$ cat config.mk
export PLATFORM = sky130hd
export DESIGN_NAME = muldiv_unit_flat
export DESIGN_NICKNAME = d
export VERILOG_FILES = /design/src/rtl/muldiv_unit_if.sv /design/src/rtl/muldiv_unit.sv /design/src/flat_wrapper.sv
export SDC_FILE = /design/constraint.sdc
export NUM_CORES = 1
export LEC_CHECK = 0
export BUFFER_PORTS_ARGS = -buffer_cell sky130_fd_sc_hd__buf_2
export CORE_MARGIN = 4
export CORE_UTILIZATION = 40
export CTS_CLUSTER_SIZE = 14
export DETAILED_ROUTE_END_ITERATION = 8
export HOLD_SLACK_MARGIN = 0.12
export PLACE_DENSITY = 0.66
export SLEW_MARGIN = 25
export SYNTH_ARGS = -nofsm -noshare
export SYNTH_HDL_FRONTEND = slang
export SYNTH_SLANG_ARGS = --single-unit
$ cat constraint.sdc
create_clock -name clk -period 12.9 [get_ports clk]
set_clock_uncertainty 0.15 [all_clocks]
set_input_delay 0 -clock clk [delete_from_list [all_inputs] [get_ports clk]]
set_output_delay 0 -clock clk [all_outputs]
set_load 0.02 [all_outputs]
$ cat src/rtl/muldiv_unit_if.sv
// Handshake/bus bundle for muldiv_unit: operation start, MTHI/MTLO writes, HI/LO results.
// MULDIV_DIVZERO_FLAG_EN adds the div_zero result flag.
interface muldiv_unit_if #(
  parameter int unsigned WIDTH = 32
);
  logic             start;
  logic             op_div;
  logic             Signed;
  logic [WIDTH-1:0] a;
  logic [WIDTH-1:0] b;
  logic             hi_we;
  logic             lo_we;
  logic [WIDTH-1:0] wdata;
  logic             busy;
  logic             done;
  logic [WIDTH-1:0] hi;
  logic [WIDTH-1:0] lo;
`ifdef MULDIV_DIVZERO_FLAG_EN
  logic             div_zero;
`endif

  modport master (
    output start, op_div, Signed, a, b, hi_we, lo_we, wdata,
`ifdef MULDIV_DIVZERO_FLAG_EN
    input  div_zero,
`endif
    input  busy, done, hi, lo
  );

  modport slave (
    input  start, op_div, Signed, a, b, hi_we, lo_we, wdata,
`ifdef MULDIV_DIVZERO_FLAG_EN
    output div_zero,
`endif
    output busy, done, hi, lo
  );
endinterface

$ cat src/rtl/muldiv_unit.sv
// Iterative radix-2 multiply/divide unit with HI/LO registers (one bit per cycle, WIDTH+1 cycles).
// MULDIV_DIVZERO_FLAG_EN: div_zero output and early finish for divide by zero.
module muldiv_unit #(
  parameter int unsigned WIDTH = 32,
  parameter int unsigned CNT_W = 6
) (
  input logic         clk,
  input logic         reset,
  muldiv_unit_if.slave bus
);

  typedef enum logic [1:0] {StIdle, StCalc, StFix} state_e;

  state_e             state_q, state_d;
  logic [CNT_W-1:0]   cnt_q, cnt_d;
  logic [2*WIDTH:0]   acc_q, acc_d;
  logic [WIDTH-1:0]   opb_q, opb_d;
  logic [WIDTH-1:0]   a_q, a_d;
  logic               div_q, div_d;
  logic               neg_a_q, neg_a_d;
  logic               neg_b_q, neg_b_d;
  logic               bzero_q, bzero_d;
  logic               busy_q, busy_d;
  logic               done_q, done_d;
  logic               dz_q, dz_d;
  logic [WIDTH-1:0]   hi_q, hi_d;
  logic [WIDTH-1:0]   lo_q, lo_d;

  logic               in_neg_a, in_neg_b;
  logic [WIDTH-1:0]   abs_a, abs_b;
  logic [WIDTH:0]     mul_sum;
  logic [2*WIDTH:0]   div_shift;
  logic [WIDTH:0]     div_trial;
  logic [2*WIDTH-1:0] prod, prod_neg;

  assign in_neg_a  = bus.Signed & bus.a[WIDTH-1];
  assign in_neg_b  = bus.Signed & bus.b[WIDTH-1];
  assign abs_a     = in_neg_a ? -bus.a : bus.a;
  assign abs_b     = in_neg_b ? -bus.b : bus.b;

  // acc = {upper W+1 bits, lower W bits}; multiply shifts right, divide shifts left
  assign mul_sum   = acc_q[2*WIDTH:WIDTH] + (acc_q[0] ? {1'b0, opb_q} : '0);
  assign div_shift = {acc_q[2*WIDTH-1:0], 1'b0};
  assign div_trial = div_shift[2*WIDTH:WIDTH] - {1'b0, opb_q};
  assign prod      = acc_q[2*WIDTH-1:0];
  assign prod_neg  = -prod;

  always_comb begin
    state_d = state_q;
    cnt_d   = cnt_q;
    acc_d   = acc_q;
    opb_d   = opb_q;
    a_d     = a_q;
    div_d   = div_q;
    neg_a_d = neg_a_q;
    neg_b_d = neg_b_q;
    bzero_d = bzero_q;
    busy_d  = busy_q;
    done_d  = 1'b0;
    dz_d    = 1'b0;
    hi_d    = hi_q;
    lo_d    = lo_q;
    unique case (state_q)
      StIdle: begin
        if (bus.start) begin
          acc_d   = {{(WIDTH+1){1'b0}}, abs_a};
          opb_d   = abs_b;
          a_d     = bus.a;
          div_d   = bus.op_div;
          neg_a_d = in_neg_a;
          neg_b_d = in_neg_b;
          bzero_d = (bus.b == '0);
          busy_d  = 1'b1;
          cnt_d   = '0;
          state_d = StCalc;
`ifdef MULDIV_DIVZERO_FLAG_EN
          if (bus.op_div && (bus.b == '0)) state_d = StFix;
`endif
        end else begin
          if (bus.hi_we) hi_d = bus.wdata;
          if (bus.lo_we) lo_d = bus.wdata;
        end
      end
      StCalc: begin
        if (div_q) begin
          // restoring step: keep the subtraction only if it did not go negative
          if (!div_trial[WIDTH]) acc_d = {div_trial, div_shift[WIDTH-1:1], 1'b1};
          else                   acc_d = div_shift;
        end else begin
          acc_d = {1'b0, mul_sum, acc_q[WIDTH-1:1]};
        end
        cnt_d = cnt_q + 1'b1;
        if (cnt_q == CNT_W'(WIDTH - 1)) state_d = StFix;
      end
      StFix: begin
        busy_d  = 1'b0;
        done_d  = 1'b1;
        state_d = StIdle;
        if (div_q && bzero_q) begin
          hi_d = a_q;
          lo_d = '1;
          dz_d = 1'b1;
        end else if (div_q) begin
          hi_d = neg_a_q ? -acc_q[2*WIDTH-1:WIDTH] : acc_q[2*WIDTH-1:WIDTH];
          lo_d = (neg_a_q ^ neg_b_q) ? -acc_q[WIDTH-1:0] : acc_q[WIDTH-1:0];
        end else begin
          {hi_d, lo_d} = (neg_a_q ^ neg_b_q) ? prod_neg : prod;
        end
      end
      default: state_d = StIdle;
    endcase
  end

  always_ff @(posedge clk) begin
    if (reset) begin
      state_q <= StIdle;
      cnt_q   <= '0;
      acc_q   <= '0;
      opb_q   <= '0;
      a_q     <= '0;
      div_q   <= 1'b0;
      neg_a_q <= 1'b0;
      neg_b_q <= 1'b0;
      bzero_q <= 1'b0;
      busy_q  <= 1'b0;
      done_q  <= 1'b0;
      dz_q    <= 1'b0;
      hi_q    <= '0;
      lo_q    <= '0;
    end else begin
      state_q <= state_d;
      cnt_q   <= cnt_d;
      acc_q   <= acc_d;
      opb_q   <= opb_d;
      a_q     <= a_d;
      div_q   <= div_d;
      neg_a_q <= neg_a_d;
      neg_b_q <= neg_b_d;
      bzero_q <= bzero_d;
      busy_q  <= busy_d;
      done_q  <= done_d;
      dz_q    <= dz_d;
      hi_q    <= hi_d;
      lo_q    <= lo_d;
    end
  end

  assign bus.busy = busy_q;
  assign bus.done = done_q;
  assign bus.hi   = hi_q;
  assign bus.lo   = lo_q;
`ifdef MULDIV_DIVZERO_FLAG_EN
  assign bus.div_zero = dz_q;
`else
  logic unused_dz;
  assign unused_dz = dz_q;
`endif

endmodule
$ cat src/flat_wrapper.sv
// flat-port wrapper written by rule: the top's interface ports become plain ports
module muldiv_unit_flat 
#(
  parameter int unsigned WIDTH = 32,
  parameter int unsigned CNT_W = 6
)
  (clk, reset, bus_start, bus_op_div, bus_Signed, bus_a, bus_b, bus_hi_we, bus_lo_we, bus_wdata, bus_busy, bus_done, bus_hi, bus_lo);
  muldiv_unit_if #(.WIDTH(WIDTH)) bus_i ();
  input logic clk;
  input logic reset;
  input wire logic [$bits(bus_i.start)-1:0] bus_start;
  input wire logic [$bits(bus_i.op_div)-1:0] bus_op_div;
  input wire logic [$bits(bus_i.Signed)-1:0] bus_Signed;
  input wire logic [$bits(bus_i.a)-1:0] bus_a;
  input wire logic [$bits(bus_i.b)-1:0] bus_b;
  input wire logic [$bits(bus_i.hi_we)-1:0] bus_hi_we;
  input wire logic [$bits(bus_i.lo_we)-1:0] bus_lo_we;
  input wire logic [$bits(bus_i.wdata)-1:0] bus_wdata;
  output wire logic [$bits(bus_i.busy)-1:0] bus_busy;
  output wire logic [$bits(bus_i.done)-1:0] bus_done;
  output wire logic [$bits(bus_i.hi)-1:0] bus_hi;
  output wire logic [$bits(bus_i.lo)-1:0] bus_lo;
  assign bus_i.start = bus_start;
  assign bus_i.op_div = bus_op_div;
  assign bus_i.Signed = bus_Signed;
  assign bus_i.a = bus_a;
  assign bus_i.b = bus_b;
  assign bus_i.hi_we = bus_hi_we;
  assign bus_i.lo_we = bus_lo_we;
  assign bus_i.wdata = bus_wdata;
  assign bus_busy = bus_i.busy;
  assign bus_done = bus_i.done;
  assign bus_hi = bus_i.hi;
  assign bus_lo = bus_i.lo;
  muldiv_unit #(.WIDTH(WIDTH), .CNT_W(CNT_W)) u_core (.clk(clk), .reset(reset), .bus(bus_i));
endmodule
---- Word-level counts from Yosys, hierarchy flattened ----
Index checks and enable logic that the tools add are counted.
storage, ports and cells
  flip-flop bits (word level) ............. 207
  latch bits .............................. 0
  bits in writable memories ............... 0
  memory bits (read-only) ................. 0
  output and inout port bits .............. 66
  memories kept ........................... 0
operators by class
  $add $sub $neg .......................... 8
  multipliers ............................. 0
  div/mod/pow operators ................... 0
  order comparisons ....................... 0
  eq/ne operators ......................... 8
  shift operators ......................... 0
  multiplexer cells ....................... 28
  bitwise logic cells ..................... 3
  reductions and logical operators ........ 11
operators by type and width
  cell                                                 number
  2-to-1 mux 32 bit                                    13
  2-to-1 mux 65 bit                                    3
  one-hot mux 65 bit (2 select lines)                  1
  negation 32 bit                                      4
  one-hot mux 32 bit (2 select lines)                  2
  2-to-1 mux 64 bit                                    1
  negation 64 bit                                      1
  adder 33 bit                                         1
  subtractor 33 x 32 -> 33 bit                         1
  logical NOT 32 bit                                   1
  one-hot mux 6 bit (2 select lines)                   1
  != test 2 bit, second input constant                 4
  AND reduction 2 bit                                  4
  adder 6 x 1 -> 6 bit, second input constant          1
  equality test 6 x 5 -> 1 bit, second input constant  1
  2-to-1 mux 6 bit                                     1
  AND reduction 3 bit                                  2
  2-to-1 mux 2 bit                                     2
  one-hot mux 2 bit (2 select lines)                   1
  nonzero test 2 bit                                   2
  AND 1 bit                                            2
  equality test 2 x 1 -> 1 bit, second input constant  1
  equality test 2 bit, second input constant           1
  logical NOT 2 bit                                    1
  5 further kinds                                      6

---- Depth between registers and ports, before layout ----
  word-level depth ........................ 5
  depth in mapped cells ................... 20
  gate-level depth less buffers ........... 18

---- Worst setup path after synthesis ----
No wires, ideal clock.
  path kind ............................... flip-flop to flip-flop
  from .................................... reg u_core.acc_q[47]
  to ...................................... reg u_core.acc_q[43]
  arrival time ............................ 3.901 ns
  required time ........................... 12.615 ns
  slack ................................... 8.714 ns
  cell stages (with the launch flop) ...... 16
  buffers on the path ..................... 3
  clock period less this slack ............ 4.186 ns
  cells stage by stage .................... dfxtp_1 -> ha_1 -> and3_1 -> and4_1 -> a221oi_1 -> o221ai_1 -> o22a_1 -> nand3_1 -> a21oi_1 -> a211o_1 -> ha_1 -> clkbuf_1 -> buf_1 -> clkbuf_1 -> mux2i_1 -> a31oi_1
on the way
  cells in the longest elaborated chain, start to end .. 4
ends and longest elaborated chain
  item                                 line                RTL
  start: declaration                   muldiv_unit.sv:16   logic [2*WIDTH:0] acc_q, acc_d;
  start signal: assignment             muldiv_unit.sv:118  acc_q <= '0;
  start signal: assignment             muldiv_unit.sv:133  acc_q <= acc_d;
  subtractor 33 x 32 -> 33 bit         muldiv_unit.sv:44   assign div_trial = div_shift[2*WIDTH:WIDTH] - {1'b0, opb_q};
  2-to-1 mux 65 bit                    muldiv_unit.sv:87   if (!div_trial[WIDTH]) acc_d = {div_trial, div_shift[WIDTH-1:1], 1'b1};
  2-to-1 mux 65 bit                    muldiv_unit.sv:85   if (div_q) begin
  one-hot mux 65 bit (2 select lines)  muldiv_unit.sv:63   unique case (state_q)
No other way between the ends.
A chain may end at the register's enable or synchronous reset.

---- Final worst setup path ----
  from .................................... reg u_core.acc_q[31]
  to ...................................... reg u_core.acc_q[61]
The elaborated chain is that of the path after synthesis.

==> reports/summary.txt <==
status: completed
Setup Total Neg Slack: 0 ns
Leak Pwr: 0.00789 µW
worst min-delay path class: in -> reg
syn_area_per_cell: 7.34 µm²
Worst-Margin Slew: 0.952 ns
clock-pin slew on the worst setup and hold paths: 0.07 ns
Finished Cell Area: 0.0192 mm²
distinct cell type count after synthesis: 85
worst slack, placed: 8.35 ns
Worst Min Path Start: bus_a[6]
WHS: 0.146 ns
Tmin final: 4.71 ns
Startpoint Class: flip-flop
# fillers: 3813
total CTS buffers: 26
R2R cell count: 18
synthesized instance count: 2136
PD cells: 105 mW/mm²
Yosys top cell by area: dfxtp_1
Rel. slew slack: 36.6%
height of the die: 206 µm
Design Power: 2010 µW
DP Area: 0.0168 mm²
maxcap violations: 0
register bit total from synthesis: 207
Post-synth EDFFs: 0
DIE WIDTH: 206 µm
top cell type's share of synthesized area: 26.4%
Max Slew Vio Count: 0
I/O pins: 169
DR vias: 17400
Slowest cell on crit path: buf_4
Max Freq: 0.212 GHz
most instantiated cells after synthesis: nand2_1 (263), nor2_1 (246), a21oi_1 (216)
share of layout cells above drive strength 1: 12.0%
Longest Clk Path Bufs: 3
H-tree depth: 1
area added between synthesis and finish: 22.7%
nets@finish: 2540
Hold Path Cell Cnt: 4
area of the die: 0.0424 mm²
Port Buf Inserts: 168
most common cell in the synthesized netlist: nand2_1
Period Utilization, post-route: 36.5%
DP Wirelength: 44900 µm
Initial DRC Count: 1728
reg2reg start: u_core.acc_q[31]
Placer Congestion: 0.980
Yosys warning total: 0
root buffer cell: clkbuf_16
crit path kind: reg -> reg
CP Max Fanout: 35
Crit path largest cell delay: 0.43 ns
FF+latch area: 0.00415 mm²
WHS Endpoint: u_core.a_q[6]
WL per Instance: 21.0 µm
critical path endpoint category: flip-flop
initial core utilization: 40.5%
Req. time, crit path: 13.22 ns
final WL: 61100 µm
first-pass GRT wire length: 93700 µm
DRT antenna net count: 0
initial antenna violation count: 1
Final Setup Violations: 0
R2R setup slack: 8.19 ns
diodes inserted: 0
Tot GR Track Use: 27.7%
drt via density: 5.98
Synth area leaders: dfxtp_1 (26%), a21oi_1 (6.9%), nand2_1 (6.3%)
worst reg2reg endpoint: u_core.acc_q[61]
Core ar.: 0.0387 mm²
# DRC: 0
FFs w/ async S/R, synth: 0%
CTS sink count: 207
detailed-router iteration count before antenna repair: 7
largest net degree at the start of global routing: 65
top_reg_cell synth: dfxtp_1
Multi-input gate area: 0.0108 mm²
CTS tree: built
# rows: 72
total gr overflow: 0
critical path, cell by cell: inv_1, ha_1, fa_1, nand2b_1, a21oi_1, o211ai_1, and2_1, o221ai_1, o22a_1, nand3_1, a21oi_1, a211o_1, ha_1, buf_4, nand3_1, nor3b_1, mux2i_1, o211ai_1
synthesized area: 0.0157 mm²
WP data arrival: 5.03 ns
RSZ-0062 raised after global routing: no
Fin. Hold Viols: 0
clk_lat worst skew: 0.59 ns
post-synthesis sequential area ratio: 26.4%
Peak VDD IR: 0.000101 V
vias in the first global route: 16400
synthesized net count: 2311
Final WS setup: 8.19 ns
[power by group]
group	switching [µW]	leakage (µW)	internal [µW]
clock network	312	0.000403	418
logic	336	0.00579	218
registers	48.9	0.00170	679
[cell usage in the layout (no fill, tap or decap), types with 11 or more instances in the layout]
cell type,count
a211oi_1,77
a21o_1,26
a21oi_1,216
a221oi_1,18
a31oi_1,29
and2_1,15
and3_1,18
buf_2,167
buf_4,25
clkbuf_16,26
dfxtp_1,206
dlygate4sd3_1,152
ha_1,70
inv_1,57
mux2_2,12
mux2i_1,34
nand2_1,262
nand2b_1,19
nand3_1,37
nand4_1,13
nor2_1,242
nor2b_1,12
nor3_1,70
nor4_1,11
o211ai_1,33
o21a_1,19
o21ai_0,90
o21ai_1,16
o221ai_1,32
o31ai_1,19
or3_1,20
or4_1,14
xnor2_1,62
xor2_1,99
[critical path, delay by kind of cell (launching register included)]
family                     cells  cell delay [ns]
DFF                            1             0.42
muxes                          1             0.11
buffers and inverters          2             0.55
adders and majority gates      3             0.78
and+or+nand+nor                5             1.15
AOI/OAI and AO/OA              7             1.42
[logic make-up after synthesis]
group / after synthesis / share of synthesized area (%)
compound gates: 664 / 27.4
xor+xnor: 163 / 9.10
fa+ha+maj: 72 / 5.84
buf+inv: 203 / 4.95
flops: 207 / 26.4
mux: 46 / 3.03
simple gates: 781 / 23.2
[flip-flops by register name (all words and copies together) (netlist names)]
name             cells
u_core.a_q          32
u_core.bzero_q       1
u_core.acc_q        65
u_core.neg_b_q       1
u_core.cnt_q         6
u_core.bus.hi       32
u_core.div_q         1
u_core.bus.lo       32
u_core.state_q       2
u_core.neg_a_q       1
u_core.opb_q        32
u_core.bus.busy      1
u_core.bus.done      1
[cell type report]
| class | instances | share of cell area, % |
|---|---|---|
| clock buffer | 37 | 3.81 |
| clock inverter | 10 | 0.599 |
| inverter | 59 | 1.15 |
| multi-input combinational | 1726 | 56.2 |
| sequential | 207 | 21.6 |
| tap | 518 | 3.37 |
| timing repair buffer | 345 | 13.3 |
[worst max-delay path by stage]
stage / from / endpoint / slack, ns
after floorplan: u_core.acc_q[47] / u_core.acc_q[43] / 8.71
after global placement: u_core.acc_q[31] / u_core.acc_q[63] / 8.40
after detailed placement: u_core.acc_q[31] / u_core.acc_q[63] / 8.35
after CTS: u_core.acc_q[31] / u_core.acc_q[61] / 8.27
after global routing: u_core.acc_q[31] / u_core.acc_q[61] / 7.83
final: u_core.acc_q[31] / u_core.acc_q[61] / 8.19
[routing by layer]
layer	track usage, %	vias to the layer above	wire, µm
met5	0	-	13
met1	38.8	8137	26600
li1	-	8205	-
met3	4.03	153	5810
met2	43.2	855	26100
met4	10.6	2	2560
[metrics by stage]
step,std cells,utilization (%)
after floorplan,2136,-
after global placement,2703,43.5
after detailed placement,2703,43.5
after CTS,2902,49.6
after global routing,2902,49.6
final,2902,49.6
[repair_timing]
action / CTS / global route
setup buffers: 0 / 0
gates resized for setup: 0 / 0
endpoints found under the hold margin: 172 / 0
hold buffers: 152 / 0
Note: power is estimated with default switching activity, not from simulation.
